$ cat src/rtl/conv_pkg.sv
// Shared definitions for the CNN datapath: feature-map geometry, sample widths
// and the max / ReLU-shift-saturate helpers reused by later layers.
package conv_pkg;

    localparam int SUM_BW    = 16;
    localparam int DATA_BW   = 8;
    localparam int OUT_SIZE  = 28;
    localparam int POOL_SIZE = OUT_SIZE / 2;
    localparam int CNT_BW    = 5;

    localparam logic [DATA_BW-1:0] DATA_MAX = DATA_BW'(2 ** (DATA_BW - 1) - 1);
    localparam logic [SUM_BW:0]    SAT_MAX  = (SUM_BW + 1)'(2 ** (DATA_BW - 1) - 1);

    function automatic logic signed [SUM_BW-1:0] smax(
        input logic signed [SUM_BW-1:0] a,
        input logic signed [SUM_BW-1:0] b
    );
        return (a > b) ? a : b;
    endfunction

    // Extended by one bit so the rounding add can never wrap.
    function automatic logic [DATA_BW-1:0] relu_shift_sat(
        input logic signed [SUM_BW-1:0] v,
        input int                       shift,
        input bit                       round_en
    );
        logic [SUM_BW:0] ext;
        ext = (v < 0) ? '0 : {1'b0, v};
        if (round_en && shift > 0)
            ext = ext + ((SUM_BW + 1)'(1) << (shift - 1));
        ext = ext >> shift;
        return (ext > SAT_MAX) ? DATA_MAX : ext[DATA_BW-1:0];
    endfunction

endpackage

$ cat src/rtl/pool_line_buf.sv
// One-row buffer of horizontal maxima: a single write port and an
// asynchronous read port, kept separate so it can map onto distributed RAM.
module pool_line_buf #(
    parameter int DEPTH = 14,
    parameter int WIDTH = 16,
    parameter int AW    = 4
) (
    input  logic             clk,
    input  logic             we,
    input  logic [AW-1:0]    waddr,
    input  logic [WIDTH-1:0] wdata,
    input  logic [AW-1:0]    raddr,
    output logic [WIDTH-1:0] rdata
);

    logic [WIDTH-1:0] mem [DEPTH];

    // Contents are always written on an even row before the odd row reads them.
    always_ff @(posedge clk) begin
        if (we)
            mem[waddr] <= wdata;
    end

    assign rdata = mem[raddr];

endmodule

$ cat src/rtl/relu_maxpool.sv
// 2x2 stride-2 max-pool + ReLU + requantize on the conv raster stream.
// Optional build macro POOL_ROUND_EN: round-half-up before the shift.
module relu_maxpool
    import conv_pkg::*;
#(
    parameter int SUM_BW   = conv_pkg::SUM_BW,
    parameter int DATA_BW  = conv_pkg::DATA_BW,
    parameter int OUT_SIZE = conv_pkg::OUT_SIZE,
    parameter int CNT_BW   = conv_pkg::CNT_BW,
    parameter int SHIFT    = 4
) (
    input  logic                      clk,
    input  logic                      rst_n,
    input  logic signed [SUM_BW-1:0]  i_y,
    input  logic                      i_valid,
    output logic        [DATA_BW-1:0] o_x,
    output logic                      o_valid,
    output logic                      o_frame_done
);

`ifdef POOL_ROUND_EN
    localparam bit ROUND_EN = 1'b1;
`else
    localparam bit ROUND_EN = 1'b0;
`endif

    localparam logic [CNT_BW-1:0] LAST = CNT_BW'(OUT_SIZE - 1);

    logic        [CNT_BW-1:0] col;
    logic        [CNT_BW-1:0] row;
    logic signed [SUM_BW-1:0] h_reg;
    logic signed [SUM_BW-1:0] hmax;
    logic signed [SUM_BW-1:0] line_entry;
    logic signed [SUM_BW-1:0] pmax;
    logic                     buf_we;
    logic                     pool_fire;

    assign hmax      = smax(h_reg, i_y);
    assign pmax      = smax(line_entry, hmax);
    assign buf_we    = i_valid & ~row[0] & col[0];
    assign pool_fire = i_valid &  row[0] & col[0];

    pool_line_buf #(
        .DEPTH (OUT_SIZE / 2),
        .WIDTH (SUM_BW),
        .AW    (CNT_BW - 1)
    ) u_line_buf (
        .clk   (clk),
        .we    (buf_we),
        .waddr (col[CNT_BW-1:1]),
        .wdata (hmax),
        .raddr (col[CNT_BW-1:1]),
        .rdata (line_entry)
    );

    // Raster position and the left half of the current horizontal pair.
    always_ff @(posedge clk or negedge rst_n) begin
        if (!rst_n) begin
            col   <= '0;
            row   <= '0;
            h_reg <= '0;
        end else if (i_valid) begin
            if (!col[0])
                h_reg <= i_y;
            if (col == LAST) begin
                col <= '0;
                row <= (row == LAST) ? '0 : row + 1'b1;
            end else begin
                col <= col + 1'b1;
            end
        end
    end

    // Output registers: one pooled sample per completed 2x2 window.
    always_ff @(posedge clk or negedge rst_n) begin
        if (!rst_n) begin
            o_x          <= '0;
            o_valid      <= 1'b0;
            o_frame_done <= 1'b0;
        end else begin
            o_valid      <= pool_fire;
            o_frame_done <= pool_fire && row == LAST && col == LAST;
            o_x          <= pool_fire ? relu_shift_sat(pmax, SHIFT, ROUND_EN) : '0;
        end
    end

endmodule

$ cat config.mk
export PLATFORM = sky130hd
export DESIGN_NAME = relu_maxpool
export DESIGN_NICKNAME = d
export VERILOG_FILES = /design/src/rtl/conv_pkg.sv /design/src/rtl/pool_line_buf.sv /design/src/rtl/relu_maxpool.sv
export SDC_FILE = /design/constraint.sdc
export NUM_CORES = 1
export LEC_CHECK = 0
export ABC_AREA = 0
export ABC_CLOCK_PERIOD_IN_PS = 3700
export CAP_MARGIN = 10
export CORE_MARGIN = 8
export CORE_UTILIZATION = 58
export CTS_BUF_LIST = sky130_fd_sc_hd__clkbuf_8
export CTS_CLUSTER_DIAMETER = 40
export DETAILED_ROUTE_END_ITERATION = 10
export PLACE_DENSITY_LB_ADDON = 0.12
export SYNTH_ARGS = -nofsm -noshare
export SYNTH_HDL_FRONTEND = slang
export SYNTH_HIERARCHICAL = 1
export SYNTH_SLANG_ARGS = --single-unit
$ cat constraint.sdc
create_clock -name clk -period 3.7 [get_ports clk]
set_input_delay 0.37 -clock clk [delete_from_list [all_inputs] [get_ports clk]]
set_output_delay 0.37 -clock clk [all_outputs]
set_load 0.02 [all_outputs]
* Word level (Yosys, flattened, before mapping)
Memory sizes are Yosys's and may differ from the RTL's.
Index checks and enable logic that the tools add are counted.
** Word-level totals
- Bits in registers :: 36
- Latch bits :: 0
- RAM bits :: 224
- Bits in read-only memories :: 0
- Output and inout bits :: 10
- Memories kept :: 1
** Cells by class
- $add $sub $neg :: 2
- $mul :: 0
- Divide/modulo/power cells :: 0
- Magnitude comparators :: 4
- Eq/ne operators :: 2
- Shift operators :: 0
- Multiplexer cells :: 9
- Bitwise logic cells :: 6
- Reduce and logical (&&, ||, !) cells :: 4
** Memories
- u_line_buf.mem :: depth 14, width 16, read ports 1, clocked after Yosys merged registers in 0, write ports 1, line pool_line_buf.sv:16 : logic [WIDTH-1:0] mem [DEPTH];
** Operators by type and width (count)
- $mux 16 :: 3
- $gt 16x16->1 :: 2
- $lt 16x1->1 const B :: 1
- $mux 8 :: 2
- $gt 12x7->1 const B :: 1
- $add 5x1->5 const B :: 2
- $eq 5x5->1 const B :: 2
- $mux 5 :: 2
- $and 1x1->1 :: 4
- $reduce_and 2->1 :: 2
- $logic_and 1x1->1 :: 2
- $mux 1 :: 2
- $not 1->1 :: 2

* Logic depth before layout (Yosys ltp)
Gate-level depths: netlist of run 1.
- Depth in word-level cells :: 9
- Depth in mapped cells :: 18
- Mapped depth without buffers :: 15

* Hierarchy
Netlist of run 1, hierarchy kept.
** By module, submodules not included
- pool_line_buf :: times used 1, cells each 379, area each 8600.7 sq um, sequential area each 6726.5 sq um
- relu_maxpool :: times used 1, cells each 323, area each 2941.6 sq um, sequential area each 900.9 sq um

* Worst setup path after synthesis of run 1
No wires, ideal clock.
- Kind :: input -> register
- Start :: in i_y[15]
- End :: reg o_x[0]
- Library setup time :: 0.101 ns
- Arrival :: 3.986 ns
- Data required time :: 3.599 ns
- Path slack :: -0.387 ns
- Stages on the path :: 17
- Path buffers :: 3
- Cell sequence :: clkbuf_1 inv_1 ha_1 and4_4 a221o_1 o21ai_1 and4b_1 buf_6 nor2_8 buf_6 mux2i_1 ha_1 or3b_2 a221oi_1 o211ai_1 a21o_1 o32ai_1
** On the way
- Longest elaborated chain between the ends :: 9
** Ends and longest elaborated chain
- start, declared :: line relu_maxpool.sv:14 : input logic signed [SUM_BW-1:0] i_y,
- $gt 16x16->1 :: line conv_pkg.sv:18 : return (a > b) ? a : b;
- $mux 16 * :: line conv_pkg.sv:18
- $gt 16x16->1 :: line conv_pkg.sv:18
- $mux 16 * :: line conv_pkg.sv:18
- $lt 16x1->1 :: line conv_pkg.sv:28 : ext = (v < 0) ? '0 : {1'b0, v};
- $mux 16 * :: line conv_pkg.sv:28
- $gt 12x7->1 :: line conv_pkg.sv:32 : return (ext > SAT_MAX) ? DATA_MAX : ext[DATA_BW-1:0];
- $mux 8 * :: line conv_pkg.sv:32
- $mux 8 * :: line relu_maxpool.sv:83 : o_x <= pool_fire ? relu_shift_sat(pmax, SHIFT, ROUND_EN) : '0;
- end signal, assigned :: line relu_maxpool.sv:83
- end, declared :: line relu_maxpool.sv:16 : output logic [DATA_BW-1:0] o_x,
Every way passes the cells marked *; elsewhere a longest branch is shown, timed or not.
A chain may end at the register's enable or synchronous reset.

* Final worst setup path of run 1
- Start :: in i_y[13]
- End :: reg o_x[6]
The elaborated chain is that of the path after synthesis.

==> impl_metrics.json, run 1 <==
{
  "combPwrFrac_pct": 37.1,
  "finalSetupViolCount": 7,
  "skew_ns": 0.01645,
  "power_frac_seq_pct": 38.8,
  "critPathCaptureType": "flip-flop",
  "cts_max_level": 2,
  "io_buffers": 28,
  "synth_top_area_share_pct": 58.28,
  "slew_violations": 0,
  "coreArea_sq_um": 19530,
  "met3_length_microns": 1426,
  "drive_above_1_share_pct": 30.96,
  "cp.required_ns": 4.15,
  "met1_length_microns": 10370,
  "die_x_microns": 157.1,
  "final_common_cell": "edfxtp_1",
  "grtUsageTotal_pct": 20.93,
  "first_pass_iters": 5,
  "cts.root.buffer_cell": "clkbuf_8",
  "yosysTopAreaCell": "edfxtp_1",
  "grt-ovfl-total": 0,
  "wl_per_cell_microns": 21.98,
  "drtAntennaViolNets": 0,
  "power.internal_mw": 6.877,
  "drtIter0Drc": 428,
  "gp_congestion": 0.8622,
  "drt-total-wl_microns": 24920,
  "finalWorstSetupSlack_ns": -0.1362,
  "critPathArrivalTime_ns": 4.28,
  "start_kind": "primary input",
  "rows": 51,
  "final_cell_mix": "edfxtp_1, buf_4, clkbuf_8",
  "fmax_mhz": 260.7,
  "diodes": 0,
  "outcome": "finished, violations left",
  "utilization_pct": 70.80,
  "power.net_switching_mw": 3.265,
  "num_vias": 6794,
  "cts_made_buffers": 43,
  "cts.reportedPaths.clkPinSlew_ns": 0.06,
  "clk_latency_ns": 0.55,
  "syn_area_per_cell_sq_um": 16.44,
  "p_leak_nw": 5.131,
  "antenna_found_initial": 0,
  "hold_path.class": "in2reg",
  "clkPwrFrac_pct": 24.1,
  "maxCapViolCount": 0,
  "largest_reg_flops": 224,
  "die_h_microns": 157.1,
  "netlist_instances": 702,
  "ys_async_sr_fraction_pct": 13.85,
  "synthDistinctLibCells": 47,
  "syn_area_sq_um": 11540,
  "first_global_vias": 7317,
  "cts_buffer_depth": 3,
  "grt_max_degree": 37,
  "route.detailed.drc": 0,
  "start_util_pct": 59.11,
  "vias_per_cell": 5.991,
  "path_max_fanout": 12,
  "period_share_pct": 103.7,
  "synth-seq-area-share_pct": 66.08,
  "min_period_ns": 3.836,
  "yosys-top-cells-area": "edfxtp_1, dfrtp_1, mux4_2",
  "clock_sinks": 260,
  "worstSetupPathType": "in2reg",
  "ios": 29,
  "grt_pass1_wl_microns": 39310,
  "hold_viol": 0,
  "synth-edff-count": 224,
  "power_mw": 10.14,
  "yosys_warnings": 6,
  "dieArea_sq_um": 24670,
  "fillers": 1259,
  "vdd_drop_max_v": 0.0002898,
  "worst_pin_slew_ns": 1.083,
  "violations": "setup timing",
  "wl_met2_microns": 12340,
  "ys.flop_type": "edfxtp_1",
  "slew_headroom_pct": 27.77,
  "dpl.hpwl_microns": 16470,
  "swShare_pct": 32.20,
  "synth_nets": 755,
  "nets": 897,
  "top_layer_used": "met4",
  "pwr_density_cell_nw_per_um2": 733.6,
  "ys_seq_elements": 260,
  "cts_tree": "built",
  "rsz0062_at_grt": "yes",
  "area_growth_pct": 19.77
}
==> final cells by class <==
cell class | count | area, sq um | area share, %
Sequential cell | 260 | 7632 | 55.21
Tap cell | 265 | 331.6 | 2.398
Clock buffer | 47 | 646.9 | 4.679
Inverter | 22 | 85.08 | 0.6154
Timing Repair Buffer | 127 | 1079 | 7.802
Clock inverter | 23 | 187.7 | 1.358
Multi-Input combinational cell | 390 | 3862 | 27.94
==> power groups by stage <==
| stage | Sequential (mW) | Clock (mW) | Combinational (mW) |
|---|---|---|---|
| 2_1_floorplan | 3.90 | 0 | 2.45 |
| 3_3_place_gp | 3.98 | 0 | 3.34 |
| 3_5_place_dp | 3.99 | 0 | 3.48 |
| 4_1_cts | 3.94 | 2.51 | 3.67 |
| 5_1_grt | 3.96 | 2.64 | 4.11 |
| 6_report | 3.93 | 2.44 | 3.77 |
==> synth_stat cells, types with 2 or more instances <==
library cell and count:
buf_12 2, and4_1 5, nand4_1 6, mux4_2 39
a31oi_1 2, o21ai_0 24, nand2b_1 10, nor3b_1 2
o211ai_1 2, inv_1 22, and3_1 3, nor2b_1 2
mux2i_1 32, a21oi_1 32, buf_2 9, o22ai_1 17
nor2_1 37, nand3_1 10, nor3_1 22, nand3b_1 2
edfxtp_1 224, mux4_1 9, ha_1 34, and4b_1 2
buf_6 6, dfrtp_1 36, clkbuf_1 12, a21o_1 6
mux2_4 14, o32ai_1 7, mux2_2 21, nand2_1 34
or3b_2 2, buf_4 2
==> routing by layer <==
metal	up-vias	GRT usage (%)
met3	57	3.647
li1	3074	-
met4	0	8.930
met2	216	34.93
met1	3447	26.72
met5	-	0
==> path summary, 6_finish.rpt <==
kind | from | slack (ns) | end | depth (start not counted)
worst min register to register | row[4]$_DFFE_PN0P_ | 0.53 | row[4]$_DFFE_PN0P_ | 2
worst max register to register | h_reg[14]$_DFFE_PN0P_ | -0.13 | o_x[6]$_DFF_PN0_ | 15
min in group asynchronous | rst_n | 0.47 | h_reg[9]$_DFFE_PN0P_ | 2
worst max-delay path | i_y[13] | -0.14 | o_x[6]$_DFF_PN0_ | 17
worst min-delay path | i_y[14] | 0.31 | h_reg[14]$_DFFE_PN0P_ | 4
max in group asynchronous | rst_n | 2.57 | col[1]$_DFFE_PN0P_ | 2
==> through the flow <==
stage,worst slack (ns),instance area (sq um),instances,TNS (ns),hold WS (ns)
finish,-0.1362,13820,1134,-0.6533,0.3113
global route,-0.2086,13820,1134,-1.257,0.3171
CTS,-0.05045,13730,1129,-0.07794,0.4147
detailed placement,-0.7870,12690,1053,-5.274,0.5117
global placement,-0.6694,12690,1053,-4.612,0.4722
floorplan,0.02941,11580,702,0,0.07441
==> worst max-delay path: stages <==
cell             delay [ns]
clkdlybuf4s50_1        0.50
inv_1                  0.09
ha_4                   0.25
and4_4                 0.19
a221o_1                0.41
o21ai_1                0.19
and4b_4                0.27
nor2_8                 0.17
buf_6                  0.19
mux2i_1                0.22
ha_1                   0.27
a21o_1                 0.18
a21oi_1                0.14
or3_1                  0.13
o211ai_1               0.13
a21o_2                 0.32
o32ai_2                0.27
==> kinds of logic after synthesis <==
group	share of synthesized area, %
buf+inv	2.558
other cells	0.03249
compound gates	4.986
flops	66.08
mux	16.30
fa+ha+maj	3.686
simple gates	6.352
==> timing repair <==
| item | 4_1_cts | 5_1_grt |
|---|---|---|
| endpoints found under the setup margin | 7 | 7 |
| setup buffers | 4 | 5 |
| pin swaps | 10 | 16 |
| endpoints found under the hold margin | 36 | 0 |
| gates cloned | 1 | 0 |
| resized for setup | 27 | 11 |
| hold buffers | 1 | 0 |
(Power assumes the default switching activity.)
==> inputs of run 2 (changes only) <==
--- a/config.mk
+++ b/config.mk
@@ -14,6 +14,7 @@
 export CTS_CLUSTER_DIAMETER = 40
 export DETAILED_ROUTE_END_ITERATION = 10
 export PLACE_DENSITY_LB_ADDON = 0.12
+export SKIP_LAST_GASP = 1
 export SYNTH_ARGS = -nofsm -noshare
 export SYNTH_HDL_FRONTEND = slang
 export SYNTH_HIERARCHICAL = 1
==> impl_metrics.json, run 2 (synthesis gave the netlist of run 1 again) <==
{
  "drtAntennaViolNets": 0,
  "min_period_ns": 3.833,
  "start_kind": "primary input",
  "cts_tree": "built",
  "crit_family": "compound AO/OA/AOI/OAI gates",
  "crit_buf_inv": 3,
  "io_buffers": 28,
  "wl_per_cell_microns": 21.94,
  "slew_violations": 0,
  "cts_made_buffers": 43,
  "dpl.hpwl_microns": 16470,
  "skew_ns": 0.01732,
  "path_max_fanout": 12,
  "slew_headroom_pct": 27.90,
  "critPathCaptureType": "flip-flop",
  "rsz0062_at_grt": "yes",
  "gp_congestion": 0.8622,
  "p_leak_nw": 5.131,
  "first_global_vias": 7317,
  "rows": 51,
  "period_share_pct": 103.6,
  "grt-ovfl-total": 0,
  "maxCapViolCount": 0,
  "fin_tns_setup_ns": -0.6378,
  "cts.root.buffer_cell": "clkbuf_8",
  "antenna_found_initial": 0,
  "cp.required_ns": 4.15,
  "largest_reg_flops": 224,
  "r2r_setup_slack_ns": -0.13,
  "grt_pass1_wl_microns": 39310,
  "hold_end": "h_reg[14]$_DFFE_PN0P_",
  "worst_pin_slew_ns": 1.082,
  "nets": 897,
  "final_cell_mix": "edfxtp_1, buf_4, clkbuf_8",
  "drive_above_1_share_pct": 30.96,
  "path_cells": "clkdlybuf4s50_1 -> inv_1 -> ha_4 -> and4_4 -> a221o_1 -> o21ai_1 -> and4b_4 -> nor2_8 -> buf_6 -> mux2i_1 -> ha_1 -> a21o_1 -> a21oi_1 -> or3_1 -> o211ai_1 -> a21o_2 -> o32ai_2",
  "pwr_density_cell_nw_per_um2": 733.6,
  "finalWorstSetupSlack_ns": -0.1328,
  "vias_per_cell": 5.974,
  "diodes": 0,
  "outcome": "finished, violations left",
  "num_vias": 6774,
  "cts_max_level": 2,
  "worstSetupPathType": "in2reg",
  "min_from": "i_y[14]",
  "die_h_microns": 157.1,
  "coreArea_sq_um": 19530,
  "clock_sinks": 260,
  "power_mw": 10.14,
  "hold_path.class": "in2reg",
  "hold_viol": 0,
  "final_common_cell": "edfxtp_1",
  "finalSetupViolCount": 7,
  "fmax_mhz": 260.9,
  "critPathArrivalTime_ns": 4.28,
  "cpPeakStageDelay_ns": 0.50,
  "cts.reportedPaths.clkPinSlew_ns": 0.06,
  "clk_latency_ns": 0.54,
  "holdPathStages": 4,
  "reg2reg_from": "h_reg[14]$_DFFE_PN0P_",
  "grtUsageTotal_pct": 20.93,
  "reg2reg_to": "o_x[6]$_DFF_PN0_",
  "area_growth_pct": 19.77,
  "start_util_pct": 59.11,
  "grt_max_degree": 37,
  "violations": "setup timing",
  "ios": 29,
  "drtIter0Drc": 408,
  "first_pass_iters": 5,
  "die_x_microns": 157.1,
  "vdd_drop_max_v": 0.0002891,
  "drt-total-wl_microns": 24880,
  "cts_buffer_depth": 3,
  "route.detailed.drc": 0,
  "dieArea_sq_um": 24670,
  "worst_path_max_delay_cell": "clkdlybuf4s50_1",
  "r2r_cells": 15
}
## run 2: cell counts in the layout (fill, tap and decap cells not counted)
Identical to the previous run, type by type.
## run 2: cell type report
class                   count  area, sq um
flip-flops and latches    260         7632
clock inverters            23        187.7
repair buffers            127         1079
multi-input cells         390         3862
well taps                 265        331.6
inverters                  22        85.08
clock buffers              47        646.9
fillers                  1259         5702
## run 2: worst reg2reg max path, stage by stage (launching register included)
cell      delay, ns
dfrtp_1        0.41
ha_4           0.23
and4_4         0.21
a221o_1        0.41
o21ai_1        0.19
and4b_4        0.27
nor2_8         0.17
buf_6          0.19
mux2i_1        0.22
ha_1           0.27
a21o_1         0.18
a21oi_1        0.14
or3_1          0.12
o211ai_1       0.13
a21o_2         0.32
o32ai_2        0.27
## run 2: stage by stage
stage	hold slack [ns]	std cells	utilization [%]	instance area, sq um	setup slack (ns)
detailed placement	0.5117	1053	64.98	12690	-0.7870
global placement	0.4722	1053	64.98	12690	-0.6694
CTS	0.4147	1129	70.30	13730	-0.05045
floorplan	0.07441	702	-	11580	0.02941
finish	0.3121	1134	70.80	13820	-0.1328
global route	0.3171	1134	70.80	13820	-0.2086
## run 2: worst max path at each step
stage | cells after the start | startpoint | slack (ns) | to
floorplan | 17 | i_y[15] | 0.03 | o_x[0]$_DFF_PN0_
global placement | 15 | i_y[14] | -0.67 | o_x[0]$_DFF_PN0_
detailed placement | 17 | i_y[14] | -0.79 | o_x[5]$_DFF_PN0_
CTS | 14 | h_reg[14]$_DFFE_PN0P_ | -0.05 | o_x[6]$_DFF_PN0_
global route | 18 | h_reg[7]$_DFFE_PN0P_ | -0.21 | o_x[2]$_DFF_PN0_
finish | 17 | i_y[13] | -0.13 | o_x[6]$_DFF_PN0_
## run 2: timing repair
action	4_1_cts	5_1_grt
endpoints found under the setup margin	7	7
cloned	1	0
pin swaps	10	16
endpoints found under the hold margin	36	0
gates resized for setup	27	11
setup buffers	4	5
hold buffers	1	0
## run 2: power breakdown
group,total [mW],switching [mW],internal [mW]
Combinational,3.76,1.97,1.80
Sequential,3.93,0.227,3.71
Clock,2.45,1.07,1.37
## run 2: layer usage
layer | track usage, % | routed length, microns | vias up
li1 | - | - | 3074
met1 | 26.72 | 10360 | 3431
met2 | 34.93 | 12300 | 210
met3 | 3.647 | 1418 | 59
met4 | 8.930 | 798 | 0
met5 | 0 | 0 | -
==> inputs of run 3 (changes only) <==
==> constraint.sdc (replaced) <==
create_clock -name clk -period 3.7 [get_ports clk]
set_input_delay 0.37 -clock clk [delete_from_list [all_inputs] [get_ports clk]]
set_output_delay 0.37 -clock clk [all_outputs]
set_load 0.1 [all_outputs]
==> results of run 3 <==
The final DEF is identical to that of run 2. Status: finished, violations left: setup timing.
Among the figures that moved: total power 10.14 mW -> 10.27 mW; worst IR drop on VDD 0.0002891 V -> 0.0002924 V
